File: src/rtl/alu_arbiter.sv
// ---------------------------------------------------------------------------
// alu_arbiter
//
// Shares one external combinational ALU between two requesters, for example
// the execute stage (port 0) and the branch-resolution unit (port 1).
// Requests arrive on valid/ready channels and are arbitrated round-robin.
// The winner's control code and operands are latched into an operand register
// that drives the ALU. One cycle later the ALU result is captured into the
// winner's response register, which is offered on a valid/ready response
// channel. Only one operation is in flight at a time, so throughput is one
// operation per three cycles.
//
// Parameters
//   DATA_WIDTH  operand / result width
//   CTRL_WIDTH  ALU control code width
//
// Ports
//   clk                      clock, rising-edge active
//   reset                    asynchronous active-high reset
//   req0_valid / req1_valid  request pending
//   req0_ready / req1_ready  request accepted this cycle (combinational)
//   req0_ctrl  / req1_ctrl   ALU control code
//   req0_a, req0_b / req1_a, req1_b   operands (in1, in2)
//   rsp0_valid / rsp1_valid  result available
//   rsp0_ready / rsp1_ready  requester takes the result
//   rsp0_out   / rsp1_out    captured ALU out
//   rsp0_cmp   / rsp1_cmp    captured ALU compare
//   alu_ctrl, alu_in1, alu_in2   to the ALU
//   alu_out, alu_cmp             from the ALU
//   busy                     high whenever an operation is in flight
// ---------------------------------------------------------------------------
module alu_arbiter #(
    parameter int unsigned DATA_WIDTH = 32,
    parameter int unsigned CTRL_WIDTH = 5
) (
    input  logic                  clk,
    input  logic                  reset,

    // Requester 0
    input  logic                  req0_valid,
    output logic                  req0_ready,
    input  logic [CTRL_WIDTH-1:0] req0_ctrl,
    input  logic [DATA_WIDTH-1:0] req0_a,
    input  logic [DATA_WIDTH-1:0] req0_b,

    // Requester 1
    input  logic                  req1_valid,
    output logic                  req1_ready,
    input  logic [CTRL_WIDTH-1:0] req1_ctrl,
    input  logic [DATA_WIDTH-1:0] req1_a,
    input  logic [DATA_WIDTH-1:0] req1_b,

    // Response 0
    output logic                  rsp0_valid,
    input  logic                  rsp0_ready,
    output logic [DATA_WIDTH-1:0] rsp0_out,
    output logic                  rsp0_cmp,

    // Response 1
    output logic                  rsp1_valid,
    input  logic                  rsp1_ready,
    output logic [DATA_WIDTH-1:0] rsp1_out,
    output logic                  rsp1_cmp,

    // Shared ALU
    output logic [CTRL_WIDTH-1:0] alu_ctrl,
    output logic [DATA_WIDTH-1:0] alu_in1,
    output logic [DATA_WIDTH-1:0] alu_in2,
    input  logic [DATA_WIDTH-1:0] alu_out,
    input  logic                  alu_cmp,

    output logic                  busy
);

    // ALU "F" code presented while no operation has been granted since reset.
    localparam logic [CTRL_WIDTH-1:0] CtrlReset = CTRL_WIDTH'(5'b01001);

    typedef enum logic [1:0] {
        StIdle = 2'd0,
        StExec = 2'd1,
        StResp = 2'd2
    } state_e;

    state_e state_q, state_d;

    // Index of the requester granted most recently; resets to 1 so that
    // requester 0 wins the first tie.
    logic rr_last_q;

    // Index of the requester that owns the in-flight operation.
    logic grant_q;

    // Operand register feeding the ALU. Retained after completion so the ALU
    // inputs change only on a new grant.
    logic [CTRL_WIDTH-1:0] ctrl_q;
    logic [DATA_WIDTH-1:0] in1_q;
    logic [DATA_WIDTH-1:0] in2_q;

    // Response registers, one set per requester.
    logic                  rsp0_valid_q;
    logic [DATA_WIDTH-1:0] rsp0_out_q;
    logic                  rsp0_cmp_q;
    logic                  rsp1_valid_q;
    logic [DATA_WIDTH-1:0] rsp1_out_q;
    logic                  rsp1_cmp_q;

    // Arbitration and handshake decode
    logic winner;      // requester that would be granted this cycle
    logic accept;      // request handshake this cycle
    logic capture;     // ALU result captured this cycle
    logic rsp_done;    // response handshake this cycle

    // -----------------------------------------------------------------------
    // Round-robin arbitration. On a tie the requester not granted last wins;
    // otherwise the single valid requester wins. Ready depends only on state,
    // the pointer and both request valids.
    // -----------------------------------------------------------------------
    always_comb begin
        winner = 1'b0;
        if (req0_valid && req1_valid) begin
            winner = ~rr_last_q;
        end else begin
            winner = req1_valid;
        end
    end

    always_comb begin
        req0_ready = 1'b0;
        req1_ready = 1'b0;
        if (state_q == StIdle) begin
            req0_ready = req0_valid && (winner == 1'b0);
            req1_ready = req1_valid && (winner == 1'b1);
        end
    end

    assign accept  = req0_ready || req1_ready;
    assign capture = (state_q == StExec);

    // Response handshake for whichever requester owns the operation.
    always_comb begin
        rsp_done = 1'b0;
        if (state_q == StResp) begin
            rsp_done = grant_q ? (rsp1_valid_q && rsp1_ready)
                               : (rsp0_valid_q && rsp0_ready);
        end
    end

    // -----------------------------------------------------------------------
    // Control FSM
    // -----------------------------------------------------------------------
    always_comb begin
        state_d = state_q;
        unique case (state_q)
            StIdle: begin
                if (accept) begin
                    state_d = StExec;
                end
            end
            StExec: begin
                state_d = StResp;
            end
            StResp: begin
                if (rsp_done) begin
                    state_d = StIdle;
                end
            end
            default: begin
                state_d = StIdle;
            end
        endcase
    end

    always_ff @(posedge clk or posedge reset) begin
        if (reset) begin
            state_q <= StIdle;
        end else begin
            state_q <= state_d;
        end
    end

    // -----------------------------------------------------------------------
    // Grant bookkeeping and operand register
    // -----------------------------------------------------------------------
    always_ff @(posedge clk or posedge reset) begin
        if (reset) begin
            rr_last_q <= 1'b1;
            grant_q   <= 1'b0;
            ctrl_q    <= CtrlReset;
            in1_q     <= '0;
            in2_q     <= '0;
        end else if (accept) begin
            rr_last_q <= winner;
            grant_q   <= winner;
            if (winner) begin
                ctrl_q <= req1_ctrl;
                in1_q  <= req1_a;
                in2_q  <= req1_b;
            end else begin
                ctrl_q <= req0_ctrl;
                in1_q  <= req0_a;
                in2_q  <= req0_b;
            end
        end
    end

    // -----------------------------------------------------------------------
    // Response registers. Only the granted requester's set is ever touched;
    // data is held from capture until the next capture for that requester.
    // -----------------------------------------------------------------------
    always_ff @(posedge clk or posedge reset) begin
        if (reset) begin
            rsp0_valid_q <= 1'b0;
            rsp0_out_q   <= '0;
            rsp0_cmp_q   <= 1'b0;
        end else if (grant_q == 1'b0) begin
            if (capture) begin
                rsp0_valid_q <= 1'b1;
                rsp0_out_q   <= alu_out;
                rsp0_cmp_q   <= alu_cmp;
            end else if (rsp_done) begin
                rsp0_valid_q <= 1'b0;
            end
        end
    end

    always_ff @(posedge clk or posedge reset) begin
        if (reset) begin
            rsp1_valid_q <= 1'b0;
            rsp1_out_q   <= '0;
            rsp1_cmp_q   <= 1'b0;
        end else if (grant_q == 1'b1) begin
            if (capture) begin
                rsp1_valid_q <= 1'b1;
                rsp1_out_q   <= alu_out;
                rsp1_cmp_q   <= alu_cmp;
            end else if (rsp_done) begin
                rsp1_valid_q <= 1'b0;
            end
        end
    end

    // -----------------------------------------------------------------------
    // Outputs
    // -----------------------------------------------------------------------
    assign alu_ctrl   = ctrl_q;
    assign alu_in1    = in1_q;
    assign alu_in2    = in2_q;

    assign rsp0_valid = rsp0_valid_q;
    assign rsp0_out   = rsp0_out_q;
    assign rsp0_cmp   = rsp0_cmp_q;
    assign rsp1_valid = rsp1_valid_q;
    assign rsp1_out   = rsp1_out_q;
    assign rsp1_cmp   = rsp1_cmp_q;

    assign busy       = (state_q != StIdle);

endmodule

File: config.mk
export PLATFORM = sky130hd
export DESIGN_NAME = alu_arbiter
export DESIGN_NICKNAME = d
export VERILOG_FILES = /design/src/rtl/alu_arbiter.sv
export SDC_FILE = /design/constraint.sdc
export NUM_CORES = 1
export LEC_CHECK = 0
export BUFFER_PORTS_ARGS = -buffer_cell sky130_fd_sc_hd__buf_4
export CORE_ASPECT_RATIO = 1.5
export CORE_MARGIN = 2
export CORE_UTILIZATION = 32
export CTS_CLUSTER_SIZE = 24
export DETAILED_ROUTE_END_ITERATION = 8
export GPL_TIMING_DRIVEN = 0
export PLACE_DENSITY = 0.57
export SYNTH_ARGS = -nofsm -noshare
export SYNTH_HDL_FRONTEND = slang
export SYNTH_SLANG_ARGS = --single-unit
File: constraint.sdc
create_clock -name clk -period 9.6 [get_ports clk]
set_clock_uncertainty 0.1 [all_clocks]
set_input_delay 1.44 -clock clk [delete_from_list [all_inputs] [get_ports clk]]
set_output_delay 1.44 -clock clk [all_outputs]
set_load 0.005 [all_outputs]
# Yosys cells after proc, flatten, opt, wreduce, memory -nomap -nowiden
# Cells that the tools add are included.
[totals] ff_bits=141 in_bits=177 out_inout_bits=140 word_cells=46
[classes] n_eq_ne=4 muxes=13 n_bitwise=3 reduce_logical=14
[op_table] operator="32-bit two-way mux" n=2
[op_table] operator="2-bit AND reduction" n=5
[op_table] operator="1-bit two-way mux" n=7
[op_table] operator="2-bit one-hot mux with 3 select lines" n=1
[op_table] operator="1-bit logical AND" n=5
[op_table] operator="5-bit two-way mux" n=1
[op_table] operator="2-bit two-way mux" n=2
[op_table] operator="2-bit inequality test, second input constant" n=2
[op_table] operator="2-bit nonzero test" n=2
[op_table] operator="1-bit inverter" n=3
[op_table] operator="2-bit by 1-bit equality test with 1-bit output, second input constant" n=1
[op_table] operator="2-bit equality test, second input constant" n=1
[op_table] operator="2-bit logical NOT" n=1
[op_table] operator="1-bit logical OR" n=1

# Longest topological paths before layout
# Gate-level depths: netlist (run 1).
[logic_depth] word_depth=8 depth_mapped=6 depth_no_buf=3

# Worst setup path after synthesis (run 1)
# No wires, ideal clock.
[synth_path] kind="input-to-output" from="in req1_valid" to="out req1_ready" t_arrival_ns=2.139 t_required_ns=8.060 setup_slack_ns=5.921 path_stages=4 n_path_buf=2 cell_sequence="a21bo_1 > buf_6 > buf_6 > nor3_1"
[synth_via] elab_chain_cells=4
[synth_rtl] item="from (decl)" line="47" rtl="input logic req1_valid,"
[synth_rtl] item="1-bit logical AND" line="120" rtl="if (req0_valid && req1_valid) begin"
[synth_rtl] item="1-bit two-way mux" line="120"
[synth_rtl] item="1-bit logical AND *" line="132" rtl="req1_ready = req1_valid && (winner == 1'b1);"
[synth_rtl] item="1-bit two-way mux *" line="130" rtl="if (state_q == StIdle) begin"
[synth_rtl] item="to (decl)" line="48" rtl="output logic req1_ready,"
# Every way passes the cells marked *; elsewhere a longest branch is shown, timed or not.

# Final worst setup path (run 1)
[layout_path] from="in req0_valid" to="out req1_ready"
[layout_via] elab_chain_cells=4
[layout_rtl] item="from (decl)" line="40" rtl="input logic req0_valid,"
[layout_rtl] item="1-bit logical AND" line="120"
[layout_rtl] item="1-bit two-way mux" line="120"
[layout_rtl] item="1-bit logical AND" line="132"
[layout_rtl] item="1-bit two-way mux" line="130"
# Every way passes these cells.

==> flow_metrics.tcl, run 1 <==
set metrics [dict create \
    die-area_mm2 0.0223 \
    die-height_um 182 \
    min_delay_path_depth 1 \
    hold_violations 0 \
    maxSlewViolCount 0 \
    hp-class "flip-flop to flip-flop" \
    timing.critical_path.fanout_max 10 \
    synthAdderAreaFrac 0 \
    reg2reg_to "rsp0_out[12]$_DFFE_PP0P_" \
    cts_hold_buffers 0 \
    reg2reg_slack_ns 7.74 \
    dpl_cell_area_mm2 0.00948 \
    drive_above_1_share 0.775 \
    grt_overflow 0 \
    powerDensity_mw_per_mm2 146 \
    reg2reg_depth 5 \
    fin_tns_setup_ns 0 \
    drtPass1Iterations 4 \
    cts.sinks 141 \
    post-place-ws_ns 5.59 \
    crit_path_end_kind "output port" \
    diodes 0 \
    max_freq_mhz 250 \
    peakVddDrop_mv 0.109 \
    drt_iter0_markers 124 \
    ys_seq_area_frac 0.524 \
    syn_area_per_cell_um2 17.0 \
    rsz0062_at_grt "no" \
    arrival_ns 2.45 \
    dr_total_vias 4527 \
    synth_top_family_by_area "multiplexers" \
    layout_common_cells "buf_4 (320), dfrtp_1 (138), mux2_4 (136)" \
    clk_latency_ns 0.41 \
    cts_tree "built" \
    grt_pass1_vias 4950 \
    post_cts_resized 0 \
    clk_pin_slew_ns 0.06 \
    min-delay-start "rsp0_out[24]$_DFFE_PP0P_" \
    numCtsBuffers 17 \
    gp_congestion 0.736 \
    slew_headroom 0.674 \
    area_growth_pct 50.4 \
    required_ns 8.06 \
    drt-total-wl_um 17500 \
    viasPerCell 4.46 \
    worstSetupPathType "primary input to output port" \
    setup_viol 0 \
    worstSetupStartpointType "primary input" \
    final_common_cell "buf_4" \
    start_util 0.324 \
    htree_num_levels 4 \
    antenna_found_initial 0 \
    io_buffers 316 \
    clockRootBuffer "clkbuf_16" \
    fin_crit_sh 0.416 \
    worst_pin_slew_ns 0.489 \
    period_minus_slack_ns 3.99 \
    grt_max_degree 97 \
    yosysUniqueCellTypes 25 \
    synth_largest_area_cell "dfrtp_1" \
    synth.area.top_cells "dfrtp_1 (51%), mux2_4 (30%), mux2_2 (11%)" \
    crit_family "buffers and inverters" \
    dp.final_hpwl_um 13900 \
    ys_ff_latch 141 \
    core_area_mm2 0.0208 \
    maxCapViolCount 0 \
    num_io_pins 317 \
    max_stage_delay_ns 0.20 \
    syn_inst 397 \
    crit_chain "buf_4 > a21bo_1 > buf_6 > buf_6 > nor3_1 > buf_4" \
    synthXorXnorAreaFrac 0 \
    synth_top_area_share 0.512 \
    ant_nets 0 \
    post_cts_buffers 0 \
    synth_nets 574 \
    drc_errors 0 \
    status "completed" \
    die_w_um 123 \
    yosysWarnings 0 \
    fin_nets 910 \
    fin_ws_ns 5.61 \
    slowest_stage "nor3_1" \
    synthMuxAreaShare 0.417 \
    grt_usage 0.157 \
    num_rows 65 \
    p_leak_nw 5.31 \
    hold_end "rsp0_out[24]$_DFFE_PP0P_" \
    yosys.area_share.simple 0.0136 \
    cp_num_buf_inv 4 \
    r2r-start "state_q[1]$_DFFE_PP0P_" \
    routedWlPerCell_um 17.3 \
    finish.instance_area_mm2 0.0101 \
    grt_pass1_wl_um 26400 \
    clk_path_buf_depth 2 \
    syn-cell-area_mm2 0.00674 \
    synth_compound_area_frac 0.00761 \
]
[sequential cells by signal (all words and copies together) (netlist names)]
name,cells
alu_ctrl,5
alu_in2,32
rsp1_valid,1
grant_q,1
rsp1_cmp,1
rsp0_cmp,1
state_q,2
rsp0_out,32
rsp0_valid,1
rr_last_q,1
alu_in1,32
rsp1_out,32
[power breakdown]
group | total, W | switching (W) | internal, W
registers | 0.000606 | 0.00000374 | 0.000602
logic | 0.000147 | 0.0000487 | 0.0000988
clock network | 0.000728 | 0.000245 | 0.000483
total | 0.00148 | 0.000297 | 0.00118
[how the worst max path moves through the flow]
stage,cells after the start,to,from
5_1_grt,6,req1_ready,req0_valid
4_1_cts,6,req1_ready,req0_valid
2_1_floorplan,1,alu_ctrl[1]$_DFFE_PP0P_,reset
3_5_place_dp,6,req1_ready,req0_valid
6_report,6,req1_ready,req0_valid
3_3_place_gp,2,alu_in2[9]$_DFFE_PP0P_,reset
[cell type report]
cell class	instances	area, µm²
Multi-Input combinational cell	229	2950
Clock inverter	9	180
Timing Repair Buffer	317	2400
Tap cell	268	335
Fill cell	1870	10700
Buffer	24	246
Clock buffer	23	478
Sequential cell	141	3530
Inverter	3	16.3
[worst register-to-register path: cells and delay by family (launching register included)]
kind / cells / cell delay, ns
DFF: 1 / 0.36
buffers and inverters: 2 / 0.44
muxes: 1 / 0.36
and+or+nand+nor: 2 / 0.49
[cell families (layout without fill, tap and decap cells)]
kind of cell,count (synthesis),count (layout)
buffers and inverters,27,376
AO/OA/AOI/OAI,8,8
AND/OR/NAND/NOR,17,17
flip-flops,141,141
multiplexers,204,204
[layer usage]
metal | up-vias | global-route usage | share of wire
li1 | 2089 | - | -
met1 | 2213 | 0.168 | 0.37
met2 | 201 | 0.281 | 0.54
met3 | 24 | 0.0484 | 0.073
met4 | 0 | 0.0644 | 0.022
met5 | - | 0 | 0
[per-stage QoR]
step	hold WS [ns]	util	std cells	total power, W
global placement	0.382	0.454	981	0.000762
floorplan	0.383	-	397	0.000683
CTS	0.401	0.487	1014	0.00150
finish	0.400	0.487	1014	0.00148
detailed placement	0.387	0.455	982	0.000767
global route	0.413	0.487	1014	0.00154
[cell usage after synthesis]
library cell	n
inv_1	3
nand3_1	3
buf_6	9
nand2b_1	1
nor2_2	2
buf_2	4
and3_1	1
a21o_1	1
mux2_2	66
nor2_1	4
a31oi_1	1
dfstp_2	3
clkbuf_2	1
buf_8	6
mux2_1	2
nand4b_1	1
nor3_1	1
buf_4	4
dfrtp_1	138
nand2_1	2
o21a_1	1
a21oi_1	4
a21bo_1	1
mux2_4	136
nand3b_1	2
No activity file was read; power rests on OpenSTA's default activity.
==> run 2, diff against run 1 <==
Settings changed: PLACE_DENSITY 0.57 to 0.59.
Clock period 9.6 ns to 3.2 ns, I/O delays scaled along.
==> run 2 against run 1 <==
  * Die area unchanged
  * Sequential power rose to 3.0 times the previous value
  * Setup slack worse by 4.7 ns
  * Non-clock buffer count up 2
  * Register-to-register slack worse by 6.4 ns
==> flow_metrics.tcl, run 2 (same netlist as run 1, synthesis figures left out) <==
set metrics [dict create \
    period_minus_slack_ns 2.32 \
    grt_overflow 0 \
    drt_iter0_markers 102 \
    placed_cells 984 \
    reg2reg_depth 5 \
    maxSlewViolCount 0 \
    fin_crit_sh 0.724 \
    numCtsBuffers 17 \
    peakVddDrop_mv 0.291 \
    grt_max_degree 45 \
    p_comb_frac 0.109 \
    cts_tree "built" \
    fin_nets 912 \
    start_util 0.324 \
    drt-total-wl_um 17100 \
    io_buffers 316 \
    layout_common_cells "buf_4 (320), dfrtp_1 (138), mux2_4 (136)" \
    htree_num_levels 4 \
    clk_latency_ns 0.41 \
    gp_congestion 0.735 \
    seqPwrFrac 0.443 \
    crit_family "flip-flops" \
    die-area_mm2 0.0223 \
    worstSetupPathType "flip-flop to output port" \
    grt_usage 0.153 \
    r2r-start "rr_last_q$_DFFE_PP1P_" \
    max_freq_mhz 431 \
    powerDensity_mw_per_mm2 408 \
    grt_pass1_wl_um 26000 \
    ant_nets 0 \
    worstSetupStartpointType "flip-flop" \
    status "completed" \
    crit_chain "a21bo_1 > buf_6 > buf_6 > and3_1 > buf_4" \
    drive_above_1_share 0.778 \
    fin_tns_setup_ns 0 \
    antenna_found_initial 0 \
    cts.sinks 141 \
    fin_cells 1016 \
    maxCapViolCount 0 \
    dr_total_vias 4514 \
    slew_headroom 0.504 \
    clkPwrFrac 0.449 \
    diodes 0 \
    internal_power_w 0.00312 \
    die_w_um 123 \
    final_common_cell "buf_4" \
    cts_hold_buffers 0 \
    post_cts_resized 0 \
    crit_path_end_kind "output port" \
    dp.final_hpwl_um 13700 \
    reg2reg_slack_ns 1.36 \
    clk_path_buf_depth 2 \
    reg2reg_to "alu_in2[1]$_DFFE_PP0P_" \
    max_stage_delay_ns 0.54 \
    switchingPower_w 0.000980 \
    routedWlPerCell_um 16.9 \
    p_leak_nw 5.26 \
    path_common_cell "buf_6" \
    drc_errors 0 \
    multiInputGateArea_mm2 0.00295 \
    arrival_ns 1.74 \
    slowest_stage "dfstp_2" \
    hold_violations 0 \
    clockRootBuffer "clkbuf_16" \
    die-height_um 182 \
    fillers 1906 \
    fin_ws_ns 0.882 \
    hp-class "primary input to asynchronous set/reset pin" \
    setup_viol 0 \
    area_growth_pct 49.4 \
    required_ns 2.62 \
    grt_pass1_vias 4897 \
    viasPerCell 4.44 \
    clk_pin_slew_ns 0.07 \
    netSwitchingFraction 0.239 \
    ff_latch_area_mm2 0.00353 \
    drtPass1Iterations 4 \
    worst_pin_slew_ns 0.742 \
    num_io_pins 317 \
    rsz0062_at_grt "no" \
    post_cts_buffers 0 \
    post-place-ws_ns 1.12 \
    num_rows 65 \
    timing.critical_path.fanout_max 10 \
    core_area_mm2 0.0208 \
    cp_num_buf_inv 3 \
]
-- run 2: final cells by class --
cell class,count,share of cell area
Buffer,24,0.0245
Clock buffer,18,0.0426
Clock inverter,14,0.0126
Inverter,3,0.00149
Multi-Input combinational cell,229,0.293
Sequential cell,141,0.351
Tap cell,268,0.0333
Timing Repair Buffer,319,0.242
-- run 2: worst register-to-register path, stage by stage (launching register included) --
cell	delay [ns]
dfstp_2	0.54
a21bo_1	0.12
buf_6	0.18
buf_6	0.20
mux2_4	0.32
mux2_4	0.26
-- run 2: metrics by stage --
| step | hold WS, ns | area, µm² | util | total power [W] |
|---|---|---|---|---|
| 2_1_floorplan | 0.383 | 6740 | - | 0.00205 |
| 3_3_place_gp | 0.391 | 9450 | 0.454 | 0.00228 |
| 3_5_place_dp | 0.393 | 9510 | 0.457 | 0.00230 |
| 4_1_cts | 0.0946 | 10100 | 0.484 | 0.00418 |
| 5_1_grt | 0.136 | 10100 | 0.484 | 0.00429 |
| 6_report | 0.0936 | 10100 | 0.484 | 0.00410 |
-- run 2: worst max-delay path by stage --
stage,depth (start not counted),end,from,slack [ns]
floorplan,1,alu_ctrl[1]$_DFFE_PP0P_,reset,0.86
global placement,2,alu_in2[0]$_DFFE_PP0P_,reset,0.02
detailed placement,6,req1_ready,req0_valid,1.12
CTS,5,req0_ready,rr_last_q$_DFFE_PP1P_,0.84
global route,5,req0_ready,rr_last_q$_DFFE_PP1P_,0.79
finish,5,req0_ready,rr_last_q$_DFFE_PP1P_,0.88
-- run 2: metal layers --
| metal | track usage | wire length (µm) |
|---|---|---|
| met5 | 0 | 0 |
| met1 | 0.163 | 6100 |
| met2 | 0.283 | 9500 |
| met3 | 0.0474 | 1300 |
| met4 | 0.0474 | 240 |
-- run 2: power by group through the flow --
stage / Combinational (W) / Clock (W) / Sequential (W)
finish: 0.000446 / 0.00184 / 0.00182
global route: 0.000482 / 0.00199 / 0.00182
CTS: 0.000456 / 0.00191 / 0.00182
detailed placement: 0.000455 / 0 / 0.00185
global placement: 0.000435 / 0 / 0.00185
floorplan: 0.000199 / 0 / 0.00185
